## config.mk

```make
export PLATFORM = sky130hd
export DESIGN_NAME = uart_rx_fsm
export DESIGN_NICKNAME = d
export VERILOG_FILES = /design/src/rtl/uart_rx_pkg.sv /design/src/rtl/uart_rx_sync.sv /design/src/rtl/uart_rx_fsm.sv
export SDC_FILE = /design/constraint.sdc
export NUM_CORES = 1
export LEC_CHECK = 0
export CORE_MARGIN = 4
export CORE_UTILIZATION = 56
export DETAILED_ROUTE_END_ITERATION = 10
export GPL_ROUTABILITY_DRIVEN = 0
export PLACE_DENSITY = 0.84
export SYNTH_ARGS = -nofsm -noshare
export SYNTH_HDL_FRONTEND = slang
export SYNTH_SLANG_ARGS = --single-unit
```

## constraint.sdc

```tcl
create_clock -name clk -period 3 [get_ports clk]
set_input_delay 0.6 -clock clk [delete_from_list [all_inputs] [get_ports clk]]
set_output_delay 0.6 -clock clk [all_outputs]
set_load 0.05 [all_outputs]
```

## src/rtl/uart_rx_pkg.sv

```systemverilog
// rtl/uart_rx_pkg.sv - shared types and constants for the UART receive path
package uart_rx_pkg;

    typedef enum logic [2:0] {
        IDLE    = 3'b000,
        START   = 3'b001,
        DATA    = 3'b010,
        STOP    = 3'b011,
        CLEANUP = 3'b100
    } state_t;

    localparam int DATA_BITS = 8;

    // Mid-bit offset used to confirm the start bit at its centre.
    function automatic int half_bit(input int clks);
        return (clks - 1) / 2;
    endfunction

endpackage

```

## src/rtl/uart_rx_sync.sv

```systemverilog
// rtl/uart_rx_sync.sv - two-flop synchroniser for the raw serial line, idles high
module uart_rx_sync (
    input  logic clk,
    input  logic rst,
    input  logic d,
    output logic q
);

    logic meta;

    // Both stages reset to the idle-high line level so no false start bit appears.
    always_ff @(posedge clk or posedge rst) begin
        if (rst) begin
            meta <= 1'b1;
            q    <= 1'b1;
        end else begin
            meta <= d;
            q    <= meta;
        end
    end

endmodule

```

## src/rtl/uart_rx_fsm.sv

```systemverilog
// rtl/uart_rx_fsm.sv - UART receive state machine: start confirm, 8 data bits, stop check
module uart_rx_fsm
    import uart_rx_pkg::*;
#(
    parameter int CLKS_PER_BIT = 87
) (
    input  logic        clk,
    input  logic        rst,
    input  logic        rx_serial,
    output logic        rx_dv,
    output logic [7:0]  rx_byte,
    output logic        frame_err,
    output logic [2:0]  sm_state,
    output logic [15:0] clock_count,
    output logic        busy
);

    localparam logic [15:0] LAST     = 16'(CLKS_PER_BIT - 1);
    localparam logic [15:0] HALF     = 16'(half_bit(CLKS_PER_BIT));
    localparam logic [2:0]  LAST_BIT = 3'(DATA_BITS - 1);

    state_t     state;
    logic [2:0] bit_idx;
    logic       rx_s;

    uart_rx_sync u_sync (
        .clk (clk),
        .rst (rst),
        .d   (rx_serial),
        .q   (rx_s)
    );

    // Frame sequencing with the bit-period counter kept inline: START counts to
    // the half-bit point, DATA and STOP count full bit periods.
    always_ff @(posedge clk or posedge rst) begin
        if (rst) begin
            state       <= IDLE;
            clock_count <= '0;
            bit_idx     <= '0;
            rx_byte     <= '0;
            rx_dv       <= 1'b0;
            frame_err   <= 1'b0;
        end else begin
            rx_dv <= 1'b0;
            case (state)
                IDLE: begin
                    clock_count <= '0;
                    bit_idx     <= '0;
                    if (!rx_s) begin
                        state <= START;
                    end
                end
                START: begin
                    if (clock_count != HALF) begin
                        clock_count <= clock_count + 16'd1;
                    end else begin
                        clock_count <= '0;
                        // A line back high at the start-bit centre was a glitch.
                        state <= rx_s ? IDLE : DATA;
                    end
                end
                DATA: begin
                    if (clock_count < LAST) begin
                        clock_count <= clock_count + 16'd1;
                    end else begin
                        clock_count      <= '0;
                        rx_byte[bit_idx] <= rx_s;
                        if (bit_idx == LAST_BIT) begin
                            bit_idx <= '0;
                            state   <= STOP;
                        end else begin
                            bit_idx <= bit_idx + 3'd1;
                        end
                    end
                end
                STOP: begin
                    if (clock_count < LAST) begin
                        clock_count <= clock_count + 16'd1;
                    end else begin
                        clock_count <= '0;
                        rx_dv       <= 1'b1;
                        frame_err   <= ~rx_s;
                        state       <= CLEANUP;
                    end
                end
                CLEANUP: begin
                    state <= IDLE;
                end
                default: begin
                    state <= IDLE;
                end
            endcase
        end
    end

    assign sm_state = state;
    assign busy     = (state != IDLE);

endmodule

```

# After elaboration in Yosys (flattened, before gate mapping)
# Cells that the tools add are included.
dict set report classes {
  magnitude_cmp 3
  bitwise_logic 2
  n_reduce_logical 10
  eq_ne 10
  add_sub_neg 2
  mux 18
}
# operator count
set ops {}
lappend ops {{$pmux W16 S3} 1}
lappend ops {{$mux W16} 2}
lappend ops {{$mux W3} 7}
lappend ops {{$add A16 B1 Y16 const B} 1}
lappend ops {{$lt A16 B7 Y1 const B} 1}
lappend ops {{$ne A16 B6 Y1 const B} 1}
lappend ops {{$pmux W3 S4} 1}
lappend ops {{$ne A2 B2 Y1 const B} 5}
lappend ops {{$bwmux W8} 1}
lappend ops {{$eq A3 B2 Y1 const B} 2}
lappend ops {{$pmux W3 S2} 1}
lappend ops {{$reduce_and A2 Y1} 3}
lappend ops {{$reduce_bool A3 Y1} 2}
lappend ops {{$reduce_and A5 Y1} 1}
lappend ops {{$lt A3 B4 Y1 const B} 1}
lappend ops {{$add A3 B1 Y3 const B} 1}
lappend ops {{$demux W1 S3} 1}
lappend ops {{$eq A3 B1 Y1 const B} 1}
lappend ops {{$eq A3 B3 Y1 const B} 1}
lappend ops {{$ge A3 B1 Y1 const B} 1}
lappend ops {{$logic_not A3 Y1} 1}
lappend ops {{$mux W1} 3}
lappend ops {{$mux W2} 1}
lappend ops {{$not A1 Y1} 2}
lappend ops {{other kinds (3)} 3}
dict set report totals {
  ff_bits 34
  output_inout_bits 30
  input_bits 3
  elab_cells 53
}

# Longest topological paths before layout
# Gate-level depths: netlist of the first run.
dict set report logic_depth {
  depth_word 5
  ltp_mapped 8
  ltp_nobuf 6
}

# By module
# From an unflattened synthesis of the first run, not the netlist that was laid out.
dict set report hier_totals {
  hier_cells 191
  hier_area_um2 1800.5
}
# module cells_each instances seq_area_each_um2 area_per_inst_um2
set modules_own_cells {}
lappend modules_own_cells {uart_rx_fsm 188 1 800.8 1744.2}
lappend modules_own_cells {uart_rx_sync 3 1 52.6 56.3}

# Worst setup path after synthesis of the first run
# OpenSTA, ideal clock, no wires.
dict set report synth_timing {
  path_type {reg2reg}
  from {reg clock_count[1]}
  to {reg state[0] (netlist: sm_state[0])}
  path_stages_with_launch 7
  period_less_slack_ps 2191
  setup_time_ps 78
  t_arrival_ps 2113
  n_path_buf 0
  slack_ps 809
  required_time_ps 2922
  path_cell_list {dfrtp_1 > ha_1 > nor4b_1 > and4_4 > nor2_4 > or4_1 > a21oi_1}
}
dict set report synth_via {
  elab_chain_cells 3
  word_cells_on_any_way 6
  classes_between {order compare: 1; eq/ne: 4; reduce/logical: 1}
}
# element line_no
set synth_lines {}
lappend synth_lines {{from (decl)} uart_rx_fsm.sv:14} ;# output logic [15:0] clock_count,
lappend synth_lines {{from (signal assigned)} uart_rx_fsm.sv:55} ;# clock_count <= clock_count + 16'd1;
lappend synth_lines {{from (signal assigned)} uart_rx_fsm.sv:64} ;# clock_count <= clock_count + 16'd1;
lappend synth_lines {{from (signal assigned)} uart_rx_fsm.sv:78} ;# clock_count <= clock_count + 16'd1;
lappend synth_lines {{$lt A16 B7 Y1 or $ne A16 B6 Y1 (tied branches)} {uart_rx_fsm.sv:63, uart_rx_fsm.sv:77, uart_rx_fsm.sv:54}}
lappend synth_lines {{$ne A2 B2 Y1 (no source line)} --}
lappend synth_lines {{$reduce_and A5 Y1 (no source line) *} --}
lappend synth_lines {{to (signal assigned)} uart_rx_fsm.sv:59} ;# state <= rx_s ? IDLE : DATA;
lappend synth_lines {{to (decl)} uart_rx_fsm.sv:22} ;# state_t state;
# Mark *: on every way between the ends. The rest lies on a longest branch, timed or not.
# A chain may end at the register's enable or synchronous reset.

# Worst setup path in the final report of the first run
dict set report layout_timing {
  from {reg state[1] (netlist: sm_state[1])}
  to {out busy}
}
dict set report layout_via {
  elab_chain_cells 1
}
# element line_no
set layout_lines {}
lappend layout_lines {{$reduce_bool A3 Y1} uart_rx_fsm.sv:97} ;# assign busy = (state != IDLE);
lappend layout_lines {{to (decl)} uart_rx_fsm.sv:15} ;# output logic busy
# Every way passes these cells.

==> results.toml, run 1 <==
[outcome]
outcome = "completed"

[logic_synthesis]
ys_seq_area_share_pct = 45.7
synthesized_netlist_cell_count = 198
synth-warning-count = 0
synth_cell_type_count = 42
ys_ff_latch = 34
synth_area_per_cell_um2 = 9.43
synth_nets = 204
synthesis.area_um2 = 1870
synth-main-ff-cell = "dfrtp_1"
edff_count_synth = 0
share_of_async_settable_or_async_resettable_flops_after_synthesis_pct = 100

[timing]
layout_worst_path_cycle_share_pct = 83.1
max-slew-margin-rel_pct = 58.0
hold_viol = 0
fin_skew_ps = 6.59
tightestPinTransition_ps = 630
timing_max_transition_violations_final = 0
final_critical_path_setup_slack_ps = 506
min_period_ps = 2490
grt_setup_unrepaired = "false"
fin_tns_setup_ps = 0
timing.fmax_ghz = 0.401
finalSetupViolations = 0

[pwr]
p_sw_share_pct = 26.8
clock_power_share_pct = 32.3
netSwitchingPower_w = 0.000222
p_leak_nw = 0.988
cellPowerDensity_nw_per_um2 = 363
internal_power_w = 0.000606
power.share.sequential_pct = 57.5
comb_power_share_pct = 10.3
fin_total_pwr_w = 0.000828
maximum_vdd_drop_uv = 304

[cts]
htreeDepth = 2
post-cts-setup-buffers = 0
postCtsHoldBufs = 0
clk_pin_slew_ps = 100
cts_tree = "yes"
cts_inserted_buffers = 5
tritoncts_num_sinks = 34
post_cts.resized_instances = 0
clock_latency_ps = 340
clock_tree.root_cell = "clkbuf_4"
maximum_number_of_buffers_from_clock_root_to_sink = 2

[min_path]
hp-class = "flip-flop to flip-flop"

[final_layout]
multi_input_area_um2 = 946
final_net_count = 235
final_cell_count_no_fill = 274
insertedDiodeCount = 0
combined_flip_flop_and_latch_cell_area_um2 = 853
syn_to_final_growth_pct = 22.0
fillerInstances = 244
layout_cell_share_with_drive_strength_beyond_1_pct = 11.7
finish.utilization_pct = 72.9

[route]
wire_per_inst_um = 15.7
detail_route.drc_violations = 0
num_vias = 1701
first_iter_violations = 108
viasPerCell = 6.21
drt.antenna.violating_nets = 0
firstDrtPassIters = 4
wirelength_um = 4300

[setup_path]
cp_data_arrival_time_ps = 1890
endpoint_kind = "output port"
cpPeakStageDelay_ps = 800
worst_path_dominant_cell_family = "buffers and inverters"
cp-start-kind = "flip-flop"
critPathSlowestCell = "clkdlybuf4s50_1"
cp_cell_sequence = "inv_1 -> nand2_1 -> clkdlybuf4s50_1"
cp.required_ps = 2400
timing.critical_path.fanout_max = 9
worstPathBufferInverterCount = 2
critPathKind = "flip-flop to output port"

[floorplan]
die-area_um2 = 4320
chipWidth_um = 65.8
initial_core_util_pct = 59.7
i_o_pin_cnt = 33
fp-row-count = 20
fp.dieH_um = 65.8
placeableCoreArea_um2 = 3130

[global_route]
groute.usage.overall_pct = 22.0
grt_start_max_net_pins = 25
grt_antenna_before_repair = 0
via_count_of_the_first_global_routing_pass = 1603
global_route.overflow_total = 0
grt_pass1_wl_um = 7250

[place]
detailedPlacementHpwl_um = 3160
place_worst_setup_slack_ps = 887
port-buffer-count = 32
post-place-cells = 266

[job]
max_cap_viol_count = 0
per-layer routing:
metal | track usage (%) | share of wire [%]
met5 | 0 | 0
met4 | 5.44 | 0.98
met3 | 5.98 | 6.2
met2 | 36.5 | 48
met1 | 28.3 | 45
sequential cells by signal, indices dropped and copies added (netlist names):
signal and count:
clock_count 16, rx_byte 8, bit_idx 3, sm_state 3, frame_err 1, rx_dv 1
u_sync.meta 1, u_sync.q 1
through the flow:
| step | cell area (µm²) | hold slack (ps) |
|---|---|---|
| 2_1_floorplan | 1870 | 345 |
| 3_3_place_gp | 2220 | 348 |
| 3_5_place_dp | 2220 | 351 |
| 4_1_cts | 2280 | 367 |
| 5_1_grt | 2280 | 369 |
| 6_report | 2280 | 366 |
placed cells by master (no fill, tap or decap), types with 5 or more instances in the layout:
cell	Yosys	final
inv_1	5	5
nand3_1	11	11
nand2_1	23	23
o211ai_1	7	7
o21ai_0	9	9
and3_1	6	6
a21o_1	7	7
a21oi_1	12	12
dfrtp_1	32	32
nor2_1	11	11
nor3_1	8	8
mux2_2	7	7
clkbuf_4	0	5
clkdlybuf4s50_1	0	32
a31oi_1	6	6
nand4_1	6	6
cells by family after synthesis:
group	share of synthesized area [%]
AND/OR/NAND/NOR	24.6
AO/OA/AOI/OAI	17.5
flip-flops	45.7
buffers and inverters	3.68
multiplexers	6.50
adder cells (fa/ha/maj)	2.01
area by class of cell:
cell class / instances / share of cell area, %
clock buffer: 6 / 2.25
clock inverter: 2 / 0.549
inverter: 5 / 0.823
multi-input combinational: 148 / 41.5
sequential: 34 / 37.4
tap: 44 / 2.41
timing repair buffer: 35 / 15.0
cell usage after synthesis (6+ instances only):
| cell | count | share of area [%] |
|---|---|---|
| mux2_2 | 7 | 4.2 |
| and3_1 | 6 | 2.0 |
| nand2_1 | 23 | 4.6 |
| clkbuf_1 | 8 | 1.6 |
| o211ai_1 | 7 | 2.8 |
| nand3_1 | 11 | 2.9 |
| a21oi_1 | 12 | 3.2 |
| nand4_1 | 6 | 2.0 |
| nor3_1 | 8 | 2.1 |
| a31oi_1 | 6 | 2.0 |
| dfrtp_1 | 32 | 43 |
| a21o_1 | 7 | 2.8 |
| nor2_1 | 11 | 2.2 |
| o21ai_0 | 9 | 2.4 |
power groups by stage:
| stage | clock network (W) | logic, W | registers [W] |
|---|---|---|---|
| floorplan | 0 | 0.0000456 | 0.000495 |
| global placement | 0 | 0.0000835 | 0.000484 |
| detailed placement | 0 | 0.0000854 | 0.000485 |
| CTS | 0.000278 | 0.0000857 | 0.000476 |
| global route | 0.000303 | 0.0000921 | 0.000478 |
| finish | 0.000267 | 0.0000850 | 0.000476 |
path summary, 6_finish.rpt:
check / cells past startpoint / slack, ps / start / to
min: 0 / 370 / u_sync.meta / u_sync.q
max: 3 / 510 / sm_state[1] / busy
max in group asynchronous: 3 / 1840 / rst / clock_count[7]
min reg2reg: 0 / 370 / u_sync.meta / u_sync.q
min in group asynchronous: 2 / 600 / rst / clock_count[14]
max reg2reg: 6 / 860 / clock_count[1] / clock_count[6]
Note: power is estimated with default switching activity, not from simulation.
==> run 2, diff against run 1 <==
--- a/config.mk
+++ b/config.mk
@@ -6,10 +6,10 @@
 export NUM_CORES = 1
 export LEC_CHECK = 0
 export CORE_MARGIN = 4
-export CORE_UTILIZATION = 56
+export CORE_UTILIZATION = 52
 export DETAILED_ROUTE_END_ITERATION = 10
 export GPL_ROUTABILITY_DRIVEN = 0
-export PLACE_DENSITY = 0.84
+export PLACE_DENSITY = 0.79
 export SYNTH_ARGS = -nofsm -noshare
 export SYNTH_HDL_FRONTEND = slang
 export SYNTH_SLANG_ARGS = --single-unit
==> constraint.sdc (replaced) <==
create_clock -name clk -period 2.5 [get_ports clk]
set_input_delay 0.5 -clock clk [delete_from_list [all_inputs] [get_ports clk]]
set_output_delay 0.5 -clock clk [all_outputs]
set_load 0.05 [all_outputs]
==> run 2 against run 1 <==
Via count hardly changed. Non-clock buffer count stayed put. Final area is 0.11% lower. Largest cell class unchanged.
==> results.toml, run 2 (synthesis gave the netlist of run 1 again) <==
[cts]
maximum_number_of_buffers_from_clock_root_to_sink = 2
clk_pin_slew_ps = 120
postCtsHoldBufs = 0
post-cts-setup-buffers = 0
tritoncts_num_sinks = 34
cts_inserted_buffers = 5
htreeDepth = 2
cts_tree = "yes"
post_cts.resized_instances = 0
clock_tree.root_cell = "clkbuf_4"
clock_latency_ps = 360

[pwr]
fin_total_pwr_w = 0.00101
internal_power_w = 0.000727
cellPowerDensity_nw_per_um2 = 442
comb_power_share_pct = 10.0
netSwitchingPower_w = 0.000279
p_sw_share_pct = 27.7
power.share.sequential_pct = 56.8
p_leak_nw = 0.991
clock_power_share_pct = 33.2
maximum_vdd_drop_uv = 358

[route]
detail_route.drc_violations = 0
drt.antenna.violating_nets = 0
wirelength_um = 4390
viasPerCell = 6.16
firstDrtPassIters = 4
wire_per_inst_um = 15.9
first_iter_violations = 148
num_vias = 1700

[setup_path]
rr_startpoint = "clock_count[2]"
worstPathBufferInverterCount = 1
r2r_setup_slk_ps = 330
cpPeakStageDelay_ps = 860
cp_data_arrival_time_ps = 1760
regToRegEndpoint = "rx_byte[2]"
endpoint_kind = "output port"
cp_cell_sequence = "clkdlybuf4s50_1"
timing.critical_path.fanout_max = 10
critPathSlowestCell = "clkdlybuf4s50_1"
cp-start-kind = "flip-flop"
critPathKind = "flip-flop to output port"
worst_path_dominant_cell_family = "buffers and inverters"
cp.required_ps = 2000
worst_reg_to_reg_cells = 5

[timing]
tightestPinTransition_ps = 647
min_period_ps = 2260
finalSetupViolations = 0
timing_max_transition_violations_final = 0
max-slew-margin-rel_pct = 56.8
timing.fmax_ghz = 0.443
fin_tns_setup_ps = 0
layout_worst_path_cycle_share_pct = 90.3
grt_setup_unrepaired = "false"
hold_viol = 0
final_critical_path_setup_slack_ps = 242
fin_skew_ps = 16.1

[final_layout]
mostFrequentLayoutCell = "dfrtp_1"
layout_top_registers = "clock_count x16, rx_byte x8"
largest_register = "clock_count"
final_net_count = 235
largest_register_ff_count = 16
combined_flip_flop_and_latch_cell_area_um2 = 853
mostFrequentLayoutCells = "dfrtp_1, clkdlybuf4s50_1, nand2_1, a21oi_1"
multi_input_area_um2 = 946
finish.utilization_pct = 67.2
syn_to_final_growth_pct = 21.9
insertedDiodeCount = 0
fillerInstances = 250
layout_cell_share_with_drive_strength_beyond_1_pct = 12.6

[place]
place_worst_setup_slack_ps = 388
port-buffer-count = 32
detailedPlacementHpwl_um = 3140

[global_route]
grt_start_max_net_pins = 35
grt_pass1_wl_um = 7170
global_route.overflow_total = 0
via_count_of_the_first_global_routing_pass = 1538
grt_antenna_before_repair = 0
groute.usage.overall_pct = 21.0

[min_path]
worst_hold_startpoint = "u_sync.meta"
hp-class = "flip-flop to flip-flop"
whs_path_depth = 0
hold_end = "u_sync.q"

[outcome]
outcome = "completed"

[floorplan]
placeableCoreArea_um2 = 3390
fp.dieH_um = 67.9
i_o_pin_cnt = 33
initial_core_util_pct = 55.1
fp-row-count = 21
chipWidth_um = 67.9
die-area_um2 = 4620

[job]
max_cap_viol_count = 0
[run 2: per-stage QoR]
step | instance area (µm²) | std cells | hold slack, ps
5_1_grt | 2280 | 276 | 358
6_report | 2280 | 276 | 353
2_1_floorplan | 1870 | 198 | 345
3_5_place_dp | 2210 | 268 | 349
4_1_cts | 2280 | 276 | 357
3_3_place_gp | 2210 | 268 | 348
[run 2: worst max path at each step]
| stage | startpoint | to | cells after the start |
|---|---|---|---|
| 3_5_place_dp | clock_count[2] | rx_byte[2] | 5 |
| 2_1_floorplan | clock_count[1] | sm_state[0] | 6 |
| 6_report | clock_count[4] | clock_count[4] | 1 |
| 5_1_grt | clock_count[4] | rx_byte[2] | 5 |
| 3_3_place_gp | clock_count[2] | rx_byte[6] | 5 |
| 4_1_cts | clock_count[8] | clock_count[8] | 1 |
[run 2: area by class of cell]
cell class              instances  share of cell area (%)
repair buffers                 35                    14.8
flip-flops and latches         34                    37.5
multi-input cells             148                    41.5
clock inverters                 2                   0.549
clock buffers                   6                    2.25
inverters                       5                   0.824
well taps                      46                    2.53
[run 2: power groups by stage]
stage	Combinational, W	Clock (W)	Sequential [W]
after floorplan	0.0000547	0	0.000595
after detailed placement	0.000101	0	0.000582
after global placement	0.0000994	0	0.000581
after global routing	0.000110	0.000363	0.000573
final	0.000101	0.000334	0.000572
after CTS	0.000101	0.000341	0.000571
[run 2: routing by layer]
metal  share of wire [%]  global-route usage (%)  up-vias  wire length (µm)
met5                   0                       0        -                 0
met4                 1.6                    8.68        0                71
met3                 6.0                    5.58       11               263
met2                  47                    30.3       63              2060
met1                  45                    29.6      830              1990
li1                    -                       -      796                 -
